<file path="config.mk">
export PLATFORM = sky130hd
export DESIGN_NAME = core_ifetch_prefetch_flat
export DESIGN_NICKNAME = d
export VERILOG_FILES = /design/src/rtl/core_ifetch_pkg.sv /design/src/rtl/core_ifetch_prefetch_if.sv /design/src/rtl/core_ifetch_tagq.sv /design/src/rtl/core_ifetch_prefetch.sv /design/src/flat_wrapper.sv
export SDC_FILE = /design/constraint.sdc
export NUM_CORES = 1
export LEC_CHECK = 0
export BUFFER_PORTS_ARGS = -buffer_cell sky130_fd_sc_hd__buf_2
export CORE_MARGIN = 2
export CORE_UTILIZATION = 35
export DETAILED_ROUTE_END_ITERATION = 10
export GPL_TIMING_DRIVEN = 0
export HOLD_SLACK_MARGIN = 0.03
export RECOVER_POWER = 50
export SYNTH_ARGS = -nofsm -noshare
export SYNTH_HDL_FRONTEND = slang
export SYNTH_HIERARCHICAL = 1
export SYNTH_SLANG_ARGS = --single-unit
</file>
<file path="constraint.sdc">
create_clock -name CLK -period 4.5 [get_ports CLK]
set_input_delay 0.45 -clock CLK [delete_from_list [all_inputs] [get_ports CLK]]
set_output_delay 0.45 -clock CLK [all_outputs]
set_load 0.1 [all_outputs]
</file>
<file path="src/rtl/core_ifetch_pkg.sv">
// Shared types and constants for the prefetching instruction fetch stage.
package core_ifetch_pkg;

    localparam logic [31:0] NOP_INSTR     = 32'h00000013;
    localparam logic [1:0]  AXI_RESP_OKAY = 2'b00;

    typedef enum logic {
        RUN  = 1'b0,
        HALT = 1'b1
    } state_t;

    typedef struct packed {
        logic [31:0] instr;
        logic [31:0] pc;
        logic        err;
    } entry_t;

endpackage

</file>
<file path="src/rtl/core_ifetch_prefetch_if.sv">
// AXI-lite read channels plus the decode-side instruction stream and redirect.
interface core_ifetch_prefetch_if #(
    parameter int AXI_AWIDTH = 32,
    parameter int AXI_DWIDTH = 32
);
    logic [AXI_AWIDTH-1:0] AXI_ARADDR;
    logic                  AXI_ARVALID;
    logic                  AXI_ARREADY;
    logic [AXI_DWIDTH-1:0] AXI_RDATA;
    logic [1:0]            AXI_RRESP;
    logic                  AXI_RVALID;
    logic                  AXI_RREADY;
    logic [31:0]           INSTR;
    logic [31:0]           INSTR_PC;
    logic                  INSTR_ERR;
    logic                  INSTR_VALID;
    logic                  INSTR_READY;
    logic                  REDIRECT;
    logic [31:0]           REDIRECT_PC;
    logic                  IDLE;

    modport master (
        output AXI_ARADDR, AXI_ARVALID, AXI_RREADY,
        output INSTR, INSTR_PC, INSTR_ERR, INSTR_VALID, IDLE,
        input  AXI_ARREADY, AXI_RDATA, AXI_RRESP, AXI_RVALID,
        input  INSTR_READY, REDIRECT, REDIRECT_PC
    );

    modport slave (
        input  AXI_ARADDR, AXI_ARVALID, AXI_RREADY,
        input  INSTR, INSTR_PC, INSTR_ERR, INSTR_VALID, IDLE,
        output AXI_ARREADY, AXI_RDATA, AXI_RRESP, AXI_RVALID,
        output INSTR_READY, REDIRECT, REDIRECT_PC
    );
endinterface

</file>
<file path="src/rtl/core_ifetch_tagq.sv">
// Generic synchronous FIFO with occupancy count; storage is not reset.
module core_ifetch_tagq #(
    parameter int WIDTH = 1,
    parameter int DEPTH = 2,
    parameter int CW    = $clog2(DEPTH + 1)
) (
    input  logic             clk,
    input  logic             rst,
    input  logic             clr,
    input  logic             push,
    input  logic [WIDTH-1:0] push_data,
    input  logic             pop,
    output logic [WIDTH-1:0] pop_data,
    output logic             empty,
    output logic             full,
    output logic [CW-1:0]    count
);
    localparam int PW = (DEPTH > 1) ? $clog2(DEPTH) : 1;

    logic [WIDTH-1:0] mem [DEPTH];
    logic [PW-1:0]    wr_ptr;
    logic [PW-1:0]    rd_ptr;
    logic [CW-1:0]    count_q;

    function automatic logic [PW-1:0] next_ptr(input logic [PW-1:0] p);
        return (p == PW'(DEPTH - 1)) ? '0 : p + PW'(1);
    endfunction

    always_ff @(posedge clk) begin
        if (rst || clr) begin
            wr_ptr  <= '0;
            rd_ptr  <= '0;
            count_q <= '0;
        end else begin
            if (push) wr_ptr <= next_ptr(wr_ptr);
            if (pop)  rd_ptr <= next_ptr(rd_ptr);
            case ({push, pop})
                2'b10:   count_q <= count_q + CW'(1);
                2'b01:   count_q <= count_q - CW'(1);
                default: count_q <= count_q;
            endcase
        end
    end

    always_ff @(posedge clk) begin
        if (push) mem[wr_ptr] <= push_data;
    end

    assign pop_data = mem[rd_ptr];
    assign empty    = (count_q == '0);
    assign full     = (count_q == CW'(DEPTH));
    assign count    = count_q;
endmodule

</file>
<file path="src/rtl/core_ifetch_prefetch.sv">
// Prefetching fetch stage: decoupled AR/R, epoch-tagged responses, instruction queue.
// Optional IFETCH_PERF_CNT_EN adds saturating fetch/drop counters.
module core_ifetch_prefetch
    import core_ifetch_pkg::*;
#(
    parameter logic [31:0] PC_INIT         = 32'h0,
    parameter int          AXI_AWIDTH      = 32,
    parameter int          AXI_DWIDTH      = 32,
    parameter int          FIFO_DEPTH      = 4,
    parameter int          MAX_OUTSTANDING = 2
) (
    input logic CLK,
    input logic RST,
    core_ifetch_prefetch_if.master bus
`ifdef IFETCH_PERF_CNT_EN
    ,
    output logic [31:0] PERF_FETCH_CNT,
    output logic [31:0] PERF_DROP_CNT
`endif
);
    localparam int TCW = $clog2(MAX_OUTSTANDING + 1);
    localparam int QCW = $clog2(FIFO_DEPTH + 1);

    state_t                state_q, state_d;
    logic                  epoch_q;
    logic [31:0]           fetch_pc_q;
    logic [31:0]           rsp_pc_q;
    logic                  ar_pend_q;
    logic                  ar_stale_q;
    logic [AXI_AWIDTH-1:0] ar_addr_q;
    logic [AXI_AWIDTH-1:0] araddr_w;

    logic           tag_in, tag_out, tag_empty, tag_full;
    logic [TCW-1:0] tag_cnt;
    entry_t         q_in, head;
    logic [64:0]    q_out;
    logic           q_empty, q_full, q_pop;
    logic [QCW-1:0] q_cnt;

    logic ar_hs, r_hs, stale_hs, can_issue, beat_keep, beat_err;

    // Outstanding reads are exactly the occupancy of the tag queue.
    assign can_issue = (state_q == RUN) && !tag_full && !q_full &&
                       (32'(tag_cnt) + 32'(q_cnt) < 32'(FIFO_DEPTH)) &&
                       !bus.REDIRECT && !RST;

    assign araddr_w        = ar_pend_q ? ar_addr_q : AXI_AWIDTH'(fetch_pc_q);
    assign bus.AXI_ARADDR  = araddr_w;
    assign bus.AXI_ARVALID = !RST && (ar_pend_q || can_issue);
    assign bus.AXI_RREADY  = !RST;

    assign ar_hs     = bus.AXI_ARVALID && bus.AXI_ARREADY;
    assign r_hs      = bus.AXI_RVALID && bus.AXI_RREADY;
    assign stale_hs  = ar_pend_q && ar_stale_q;
    assign tag_in    = stale_hs ? ~epoch_q : epoch_q;
    assign beat_keep = r_hs && (tag_out == epoch_q) && !bus.REDIRECT;
    assign beat_err  = (bus.AXI_RRESP != AXI_RESP_OKAY);

    assign q_in = '{instr: bus.AXI_RDATA[31:0], pc: rsp_pc_q, err: beat_err};
    assign head = entry_t'(q_out);

    assign bus.INSTR_VALID = !q_empty && !bus.REDIRECT;
    assign q_pop           = bus.INSTR_VALID && bus.INSTR_READY;
    assign bus.INSTR       = q_empty ? NOP_INSTR : head.instr;
    assign bus.INSTR_PC    = q_empty ? 32'h0 : head.pc;
    assign bus.INSTR_ERR   = !q_empty && head.err;
    assign bus.IDLE        = tag_empty && q_empty;

    core_ifetch_tagq #(.WIDTH(1), .DEPTH(MAX_OUTSTANDING)) u_tagq (
        .clk(CLK), .rst(RST), .clr(1'b0),
        .push(ar_hs), .push_data(tag_in),
        .pop(r_hs), .pop_data(tag_out),
        .empty(tag_empty), .full(tag_full), .count(tag_cnt)
    );

    core_ifetch_tagq #(.WIDTH(65), .DEPTH(FIFO_DEPTH)) u_instq (
        .clk(CLK), .rst(RST), .clr(bus.REDIRECT),
        .push(beat_keep), .push_data(q_in),
        .pop(q_pop), .pop_data(q_out),
        .empty(q_empty), .full(q_full), .count(q_cnt)
    );

    always_comb begin
        state_d = state_q;
        if (bus.REDIRECT)               state_d = RUN;
        else if (beat_keep && beat_err) state_d = HALT;
    end

    always_ff @(posedge CLK) begin
        if (RST) begin
            state_q    <= RUN;
            epoch_q    <= 1'b0;
            fetch_pc_q <= PC_INIT;
            rsp_pc_q   <= PC_INIT;
            ar_pend_q  <= 1'b0;
            ar_stale_q <= 1'b0;
        end else begin
            state_q   <= state_d;
            ar_pend_q <= bus.AXI_ARVALID && !bus.AXI_ARREADY;
            // A request held across a redirect belongs to the previous epoch.
            if (!ar_pend_q)        ar_stale_q <= 1'b0;
            else if (bus.REDIRECT) ar_stale_q <= 1'b1;
            if (bus.REDIRECT) begin
                epoch_q    <= ~epoch_q;
                fetch_pc_q <= bus.REDIRECT_PC & ~32'h3;
                rsp_pc_q   <= bus.REDIRECT_PC & ~32'h3;
            end else begin
                if (ar_hs && !stale_hs) fetch_pc_q <= fetch_pc_q + 32'd4;
                if (beat_keep)          rsp_pc_q   <= rsp_pc_q + 32'd4;
            end
        end
    end

    always_ff @(posedge CLK) begin
        if (!ar_pend_q) ar_addr_q <= araddr_w;
    end

`ifdef IFETCH_PERF_CNT_EN
    always_ff @(posedge CLK) begin
        if (RST) begin
            PERF_FETCH_CNT <= '0;
            PERF_DROP_CNT  <= '0;
        end else begin
            if (ar_hs && (PERF_FETCH_CNT != '1))
                PERF_FETCH_CNT <= PERF_FETCH_CNT + 32'd1;
            if (r_hs && !beat_keep && (PERF_DROP_CNT != '1))
                PERF_DROP_CNT <= PERF_DROP_CNT + 32'd1;
        end
    end
`endif
endmodule

</file>
<file path="src/flat_wrapper.sv">
// flat-port wrapper written by rule: the top's interface ports become plain ports
module core_ifetch_prefetch_flat import core_ifetch_pkg::*;
#(
    parameter logic [31:0] PC_INIT         = 32'h0,
    parameter int          AXI_AWIDTH      = 32,
    parameter int          AXI_DWIDTH      = 32,
    parameter int          FIFO_DEPTH      = 4,
    parameter int          MAX_OUTSTANDING = 2
)
  (CLK, RST, bus_AXI_ARADDR, bus_AXI_ARVALID, bus_AXI_RREADY, bus_INSTR, bus_INSTR_PC, bus_INSTR_ERR, bus_INSTR_VALID, bus_IDLE, bus_AXI_ARREADY, bus_AXI_RDATA, bus_AXI_RRESP, bus_AXI_RVALID, bus_INSTR_READY, bus_REDIRECT, bus_REDIRECT_PC);
  core_ifetch_prefetch_if #(.AXI_AWIDTH(AXI_AWIDTH), .AXI_DWIDTH(AXI_DWIDTH)) bus_i ();
  input logic CLK;
  input logic RST;
  output wire logic [$bits(bus_i.AXI_ARADDR)-1:0] bus_AXI_ARADDR;
  output wire logic [$bits(bus_i.AXI_ARVALID)-1:0] bus_AXI_ARVALID;
  output wire logic [$bits(bus_i.AXI_RREADY)-1:0] bus_AXI_RREADY;
  output wire logic [$bits(bus_i.INSTR)-1:0] bus_INSTR;
  output wire logic [$bits(bus_i.INSTR_PC)-1:0] bus_INSTR_PC;
  output wire logic [$bits(bus_i.INSTR_ERR)-1:0] bus_INSTR_ERR;
  output wire logic [$bits(bus_i.INSTR_VALID)-1:0] bus_INSTR_VALID;
  output wire logic [$bits(bus_i.IDLE)-1:0] bus_IDLE;
  input wire logic [$bits(bus_i.AXI_ARREADY)-1:0] bus_AXI_ARREADY;
  input wire logic [$bits(bus_i.AXI_RDATA)-1:0] bus_AXI_RDATA;
  input wire logic [$bits(bus_i.AXI_RRESP)-1:0] bus_AXI_RRESP;
  input wire logic [$bits(bus_i.AXI_RVALID)-1:0] bus_AXI_RVALID;
  input wire logic [$bits(bus_i.INSTR_READY)-1:0] bus_INSTR_READY;
  input wire logic [$bits(bus_i.REDIRECT)-1:0] bus_REDIRECT;
  input wire logic [$bits(bus_i.REDIRECT_PC)-1:0] bus_REDIRECT_PC;
  assign bus_AXI_ARADDR = bus_i.AXI_ARADDR;
  assign bus_AXI_ARVALID = bus_i.AXI_ARVALID;
  assign bus_AXI_RREADY = bus_i.AXI_RREADY;
  assign bus_INSTR = bus_i.INSTR;
  assign bus_INSTR_PC = bus_i.INSTR_PC;
  assign bus_INSTR_ERR = bus_i.INSTR_ERR;
  assign bus_INSTR_VALID = bus_i.INSTR_VALID;
  assign bus_IDLE = bus_i.IDLE;
  assign bus_i.AXI_ARREADY = bus_AXI_ARREADY;
  assign bus_i.AXI_RDATA = bus_AXI_RDATA;
  assign bus_i.AXI_RRESP = bus_AXI_RRESP;
  assign bus_i.AXI_RVALID = bus_AXI_RVALID;
  assign bus_i.INSTR_READY = bus_INSTR_READY;
  assign bus_i.REDIRECT = bus_REDIRECT;
  assign bus_i.REDIRECT_PC = bus_REDIRECT_PC;
  core_ifetch_prefetch #(.PC_INIT(PC_INIT), .AXI_AWIDTH(AXI_AWIDTH), .AXI_DWIDTH(AXI_DWIDTH), .FIFO_DEPTH(FIFO_DEPTH), .MAX_OUTSTANDING(MAX_OUTSTANDING)) u_core (.CLK(CLK), .RST(RST), .bus(bus_i));
endmodule
</file>
==> impl_metrics.tcl <==
set metrics [dict create \
    clk_path_buf_depth 3 \
    postCtsHoldBufs 0 \
    cts.root.buffer_cell "sky130_fd_sc_hd__clkbuf_16" \
    chipWidth_um 214 \
    cts.sink_count 372 \
    drt-pass1-iter-count 5 \
    cell_internal_power_dissipation_w 0.00587 \
    comb_power_share_pct 7.8 \
    largest_stage_delay_on_the_critical_path_ns 0.67 \
    synth_seq_area_share_pct 67.2 \
    setup_viol_count_final 0 \
    dpl_worst_slack_ns 0.933 \
    timing.critical_path.required_ns 4.05 \
    fin_total_pwr_w 0.00770 \
    layout.cells.most_common "sky130_fd_sc_hd__edfxtp_1" \
    rows 77 \
    critPathArrivalTime_ns 3.35 \
    whs_ns 0.110 \
    power.clock.fraction_pct 41.5 \
    wire_per_inst_um 19.0 \
    power_density_nw_per_um2 418 \
    critical_path_peak_fanout 10 \
    core_area_um2 43900 \
    layout.cells.most_common_list "sky130_fd_sc_hd__edfxtp_1, sky130_fd_sc_hd__buf_2, sky130_fd_sc_hd__dfxtp_1" \
    crit_path_frequent_cell "sky130_fd_sc_hd__clkbuf_1" \
    post_cts.resized_instances 0 \
    cp_cell_sequence "nor3_1 -> clkbuf_1 -> clkbuf_1 -> and2_1 -> buf_2" \
    instances_no_fill 1818 \
    detailroute.via_count 8832 \
    critical_path.slowest_cell "sky130_fd_sc_hd__nor3_1" \
    ys_types 52 \
    critical_path.endpoint_type "output port" \
    grt_first_pass_wirelength_um 53600 \
    cts_inserted_buffers 40 \
    power.net_switching_w 0.00183 \
    cts_tree "yes" \
    vdd.ir_drop.worst_uv 284 \
    ys_warn_count 6 \
    synth.ff_latch_count 372 \
    first_global_vias 9043 \
    final-hold-violation-count 0 \
    htreeDepth 2 \
    critPathKind "flip-flop to output port" \
    power_leakage_nw 6.17 \
    port_buffers 170 \
    unrepaired_setup_endpoints_after_global_routing "no" \
    setup_slack_ns 0.704 \
    die-area_um2 45900 \
    first_iter_violations 593 \
    relative_contribution_of_sequential_cells_to_total_power_pct 50.6 \
    timing.max_cap.violations 0 \
    global_route.overflow_total 0 \
    final.setup_skew_ns 0.0183 \
    n_antenna_cell 0 \
    insertion_delay_ns 0.55 \
    hold_path_class "input pin to flip-flop" \
    placed_cell_area_um2 17200 \
    period_minus_slack_ns 3.80 \
    synth-edff-count 294 \
    layout-area-overhead-vs-synth_pct 19.3 \
    setup.worst_path.start_class "flip-flop" \
    syn-cell-area_um2 15500 \
    initial_utilization_pct 35.2 \
    route.final.wire_length_um 34500 \
    power_switching_share_pct 23.8 \
    tightestPinTransition_ns 1.26 \
    ys_dominant_reg_cell "sky130_fd_sc_hd__edfxtp_1" \
    post_route_cells_drive_above_1_share_pct 24.6 \
    cts.clk_slew.worst_paths_ns 0.06 \
    run_status "complete, no violations" \
    place_hpwl_um 23400 \
    grt.total_usage_pct 15.1 \
    min_period_over_period_pct 84.4 \
    final_cell_area_um2 18400 \
    post_synth_inst_count 966 \
    grt_antenna_before_repair 1 \
    finalWeightedCongestion 0.790 \
    route.antenna.remaining_nets 0 \
    grt_max_degree 57 \
    syn_avg_cell_area_um2 16.0 \
    timing.final.max_slew_violations 0 \
    place_inst 1744 \
    postCtsSetupRepairBufs 0 \
    asyncSetResetFlopFracSynth_pct 0 \
    drc 0 \
    reg2reg_setup_slack_ns 1.04 \
    maxClockFrequency_mhz 263 \
    max_slew_margin_pct 15.9 \
    dieHeight_um 214 \
    route.detailed.vias_per_inst 4.86 \
    layout.nets 1277 \
    io-pin-count 173 \
]
==> worst max-delay path: cells and delay by family, from the launching register on <==
kind / cells / cell delay, ns
buffers and inverters: 3 / 1.57
and+or+nand+nor: 2 / 0.88
DFF: 1 / 0.34
==> worst paths after layout <==
path,start,depth (start not counted),to
setup / recovery,u_core/u_instq/count[1],5,bus_IDLE
hold / removal,bus_AXI_ARREADY,2,u_core/ar_pend_q
setup reg to reg,u_core/u_tagq/mem[1],6,u_core/u_instq/mem[2][36]
hold reg to reg,u_core/state_q,2,u_core/state_q
==> metal layers <==
metal / vias up / wire, µm / track usage [%]
met5: - / 16 / 0
met4: 2 / 619 / 3.68
met3: 45 / 2140 / 3.36
met2: 260 / 15700 / 23.7
met1: 4366 / 16000 / 21.4
li1: 4159 / - / -
==> metrics by stage <==
step	utilization, %	setup TNS [ns]
CTS	42.1	0
floorplan	-	0
detailed placement	39.2	0
global placement	38.9	-199.41
global route	42.0	0
finish	42.0	0
==> Yosys cell counts, types with 4 or more instances <==
cell type,instances,area (µm²)
sky130_fd_sc_hd__ha_1,10,125
sky130_fd_sc_hd__xnor2_1,45,394
sky130_fd_sc_hd__nand2_1,30,113
sky130_fd_sc_hd__nor4_1,17,106
sky130_fd_sc_hd__and3_1,5,31.3
sky130_fd_sc_hd__and2_1,13,81.3
sky130_fd_sc_hd__xor2_1,9,78.8
sky130_fd_sc_hd__o31a_1,10,87.6
sky130_fd_sc_hd__mux4_2,65,1460
sky130_fd_sc_hd__a21boi_0,44,330
sky130_fd_sc_hd__nand3_1,18,90.1
sky130_fd_sc_hd__nor2_1,24,90.1
sky130_fd_sc_hd__buf_6,4,45.0
sky130_fd_sc_hd__inv_1,21,78.8
sky130_fd_sc_hd__edfxtp_1,294,8830
sky130_fd_sc_hd__buf_2,8,40.0
sky130_fd_sc_hd__mux2_2,28,315
sky130_fd_sc_hd__or3_1,5,31.3
sky130_fd_sc_hd__buf_1,4,15.0
sky130_fd_sc_hd__clkbuf_1,27,101
sky130_fd_sc_hd__or2_2,6,37.5
sky130_fd_sc_hd__and4_1,7,61.3
sky130_fd_sc_hd__o21ai_0,9,45.0
sky130_fd_sc_hd__nand4_1,9,56.3
sky130_fd_sc_hd__o21a_1,37,278
sky130_fd_sc_hd__nor3_1,32,160
sky130_fd_sc_hd__dfxtp_1,78,1560
sky130_fd_sc_hd__a21oi_1,7,35.0
sky130_fd_sc_hd__buf_12,5,100
sky130_fd_sc_hd__nor2b_1,63,394
==> logic make-up after synthesis <==
| family | after synthesis | share of synthesized area, % |
|---|---|---|
| xor gates and xnor gates | 54 | 3.06 |
| buffers and inverters | 71 | 2.53 |
| DFF | 372 | 67.2 |
| and+or+nand+nor | 244 | 9.01 |
| AOI/OAI and AO/OA | 117 | 5.53 |
| adders and majority gates | 11 | 0.939 |
| other | 1 | 0.0243 |
| muxes | 96 | 11.7 |
==> cell type report <==
| class | count | area, µm² |
|---|---|---|
| Sequential cell | 372 | 10400 |
| Clock inverter | 19 | 143 |
| Timing Repair Buffer | 174 | 917 |
| Inverter | 22 | 82.6 |
| Tap cell | 592 | 741 |
| Clock buffer | 55 | 1150 |
| Fill cell | 4087 | 25500 |
| Buffer | 49 | 299 |
| Multi-Input combinational cell | 535 | 4720 |
==> sequential cells by signal, indices dropped and copies added, names as in the netlist, named ones only <==
name and count:
u_core/u_instq/wr_ptr 2, u_core/state_q 1, u_core/epoch_q 1, u_core/u_instq/rd_ptr 2
u_core/rsp_pc_q 30, u_core/ar_stale_q 1, u_core/fetch_pc_q 30, u_core/u_tagq/rd_ptr 1
u_core/u_tagq/wr_ptr 1, u_core/ar_addr_q 32, u_core/ar_pend_q 1, u_core/u_instq/mem 260
u_core/u_instq/count 3, u_core/u_tagq/mem 2, u_core/u_tagq/count 2
==> power groups by stage <==
| stage | registers [W] | clock network (W) | logic [W] |
|---|---|---|---|
| after detailed placement | 0.00397 | 0 | 0.000614 |
| after global placement | 0.00397 | 0 | 0.000606 |
| final | 0.00390 | 0.00320 | 0.000603 |
| after CTS | 0.00390 | 0.00328 | 0.000617 |
| after floorplan | 0.00394 | 0 | 0.000469 |
| after global routing | 0.00391 | 0.00343 | 0.000640 |
(Power assumes the default switching activity.)
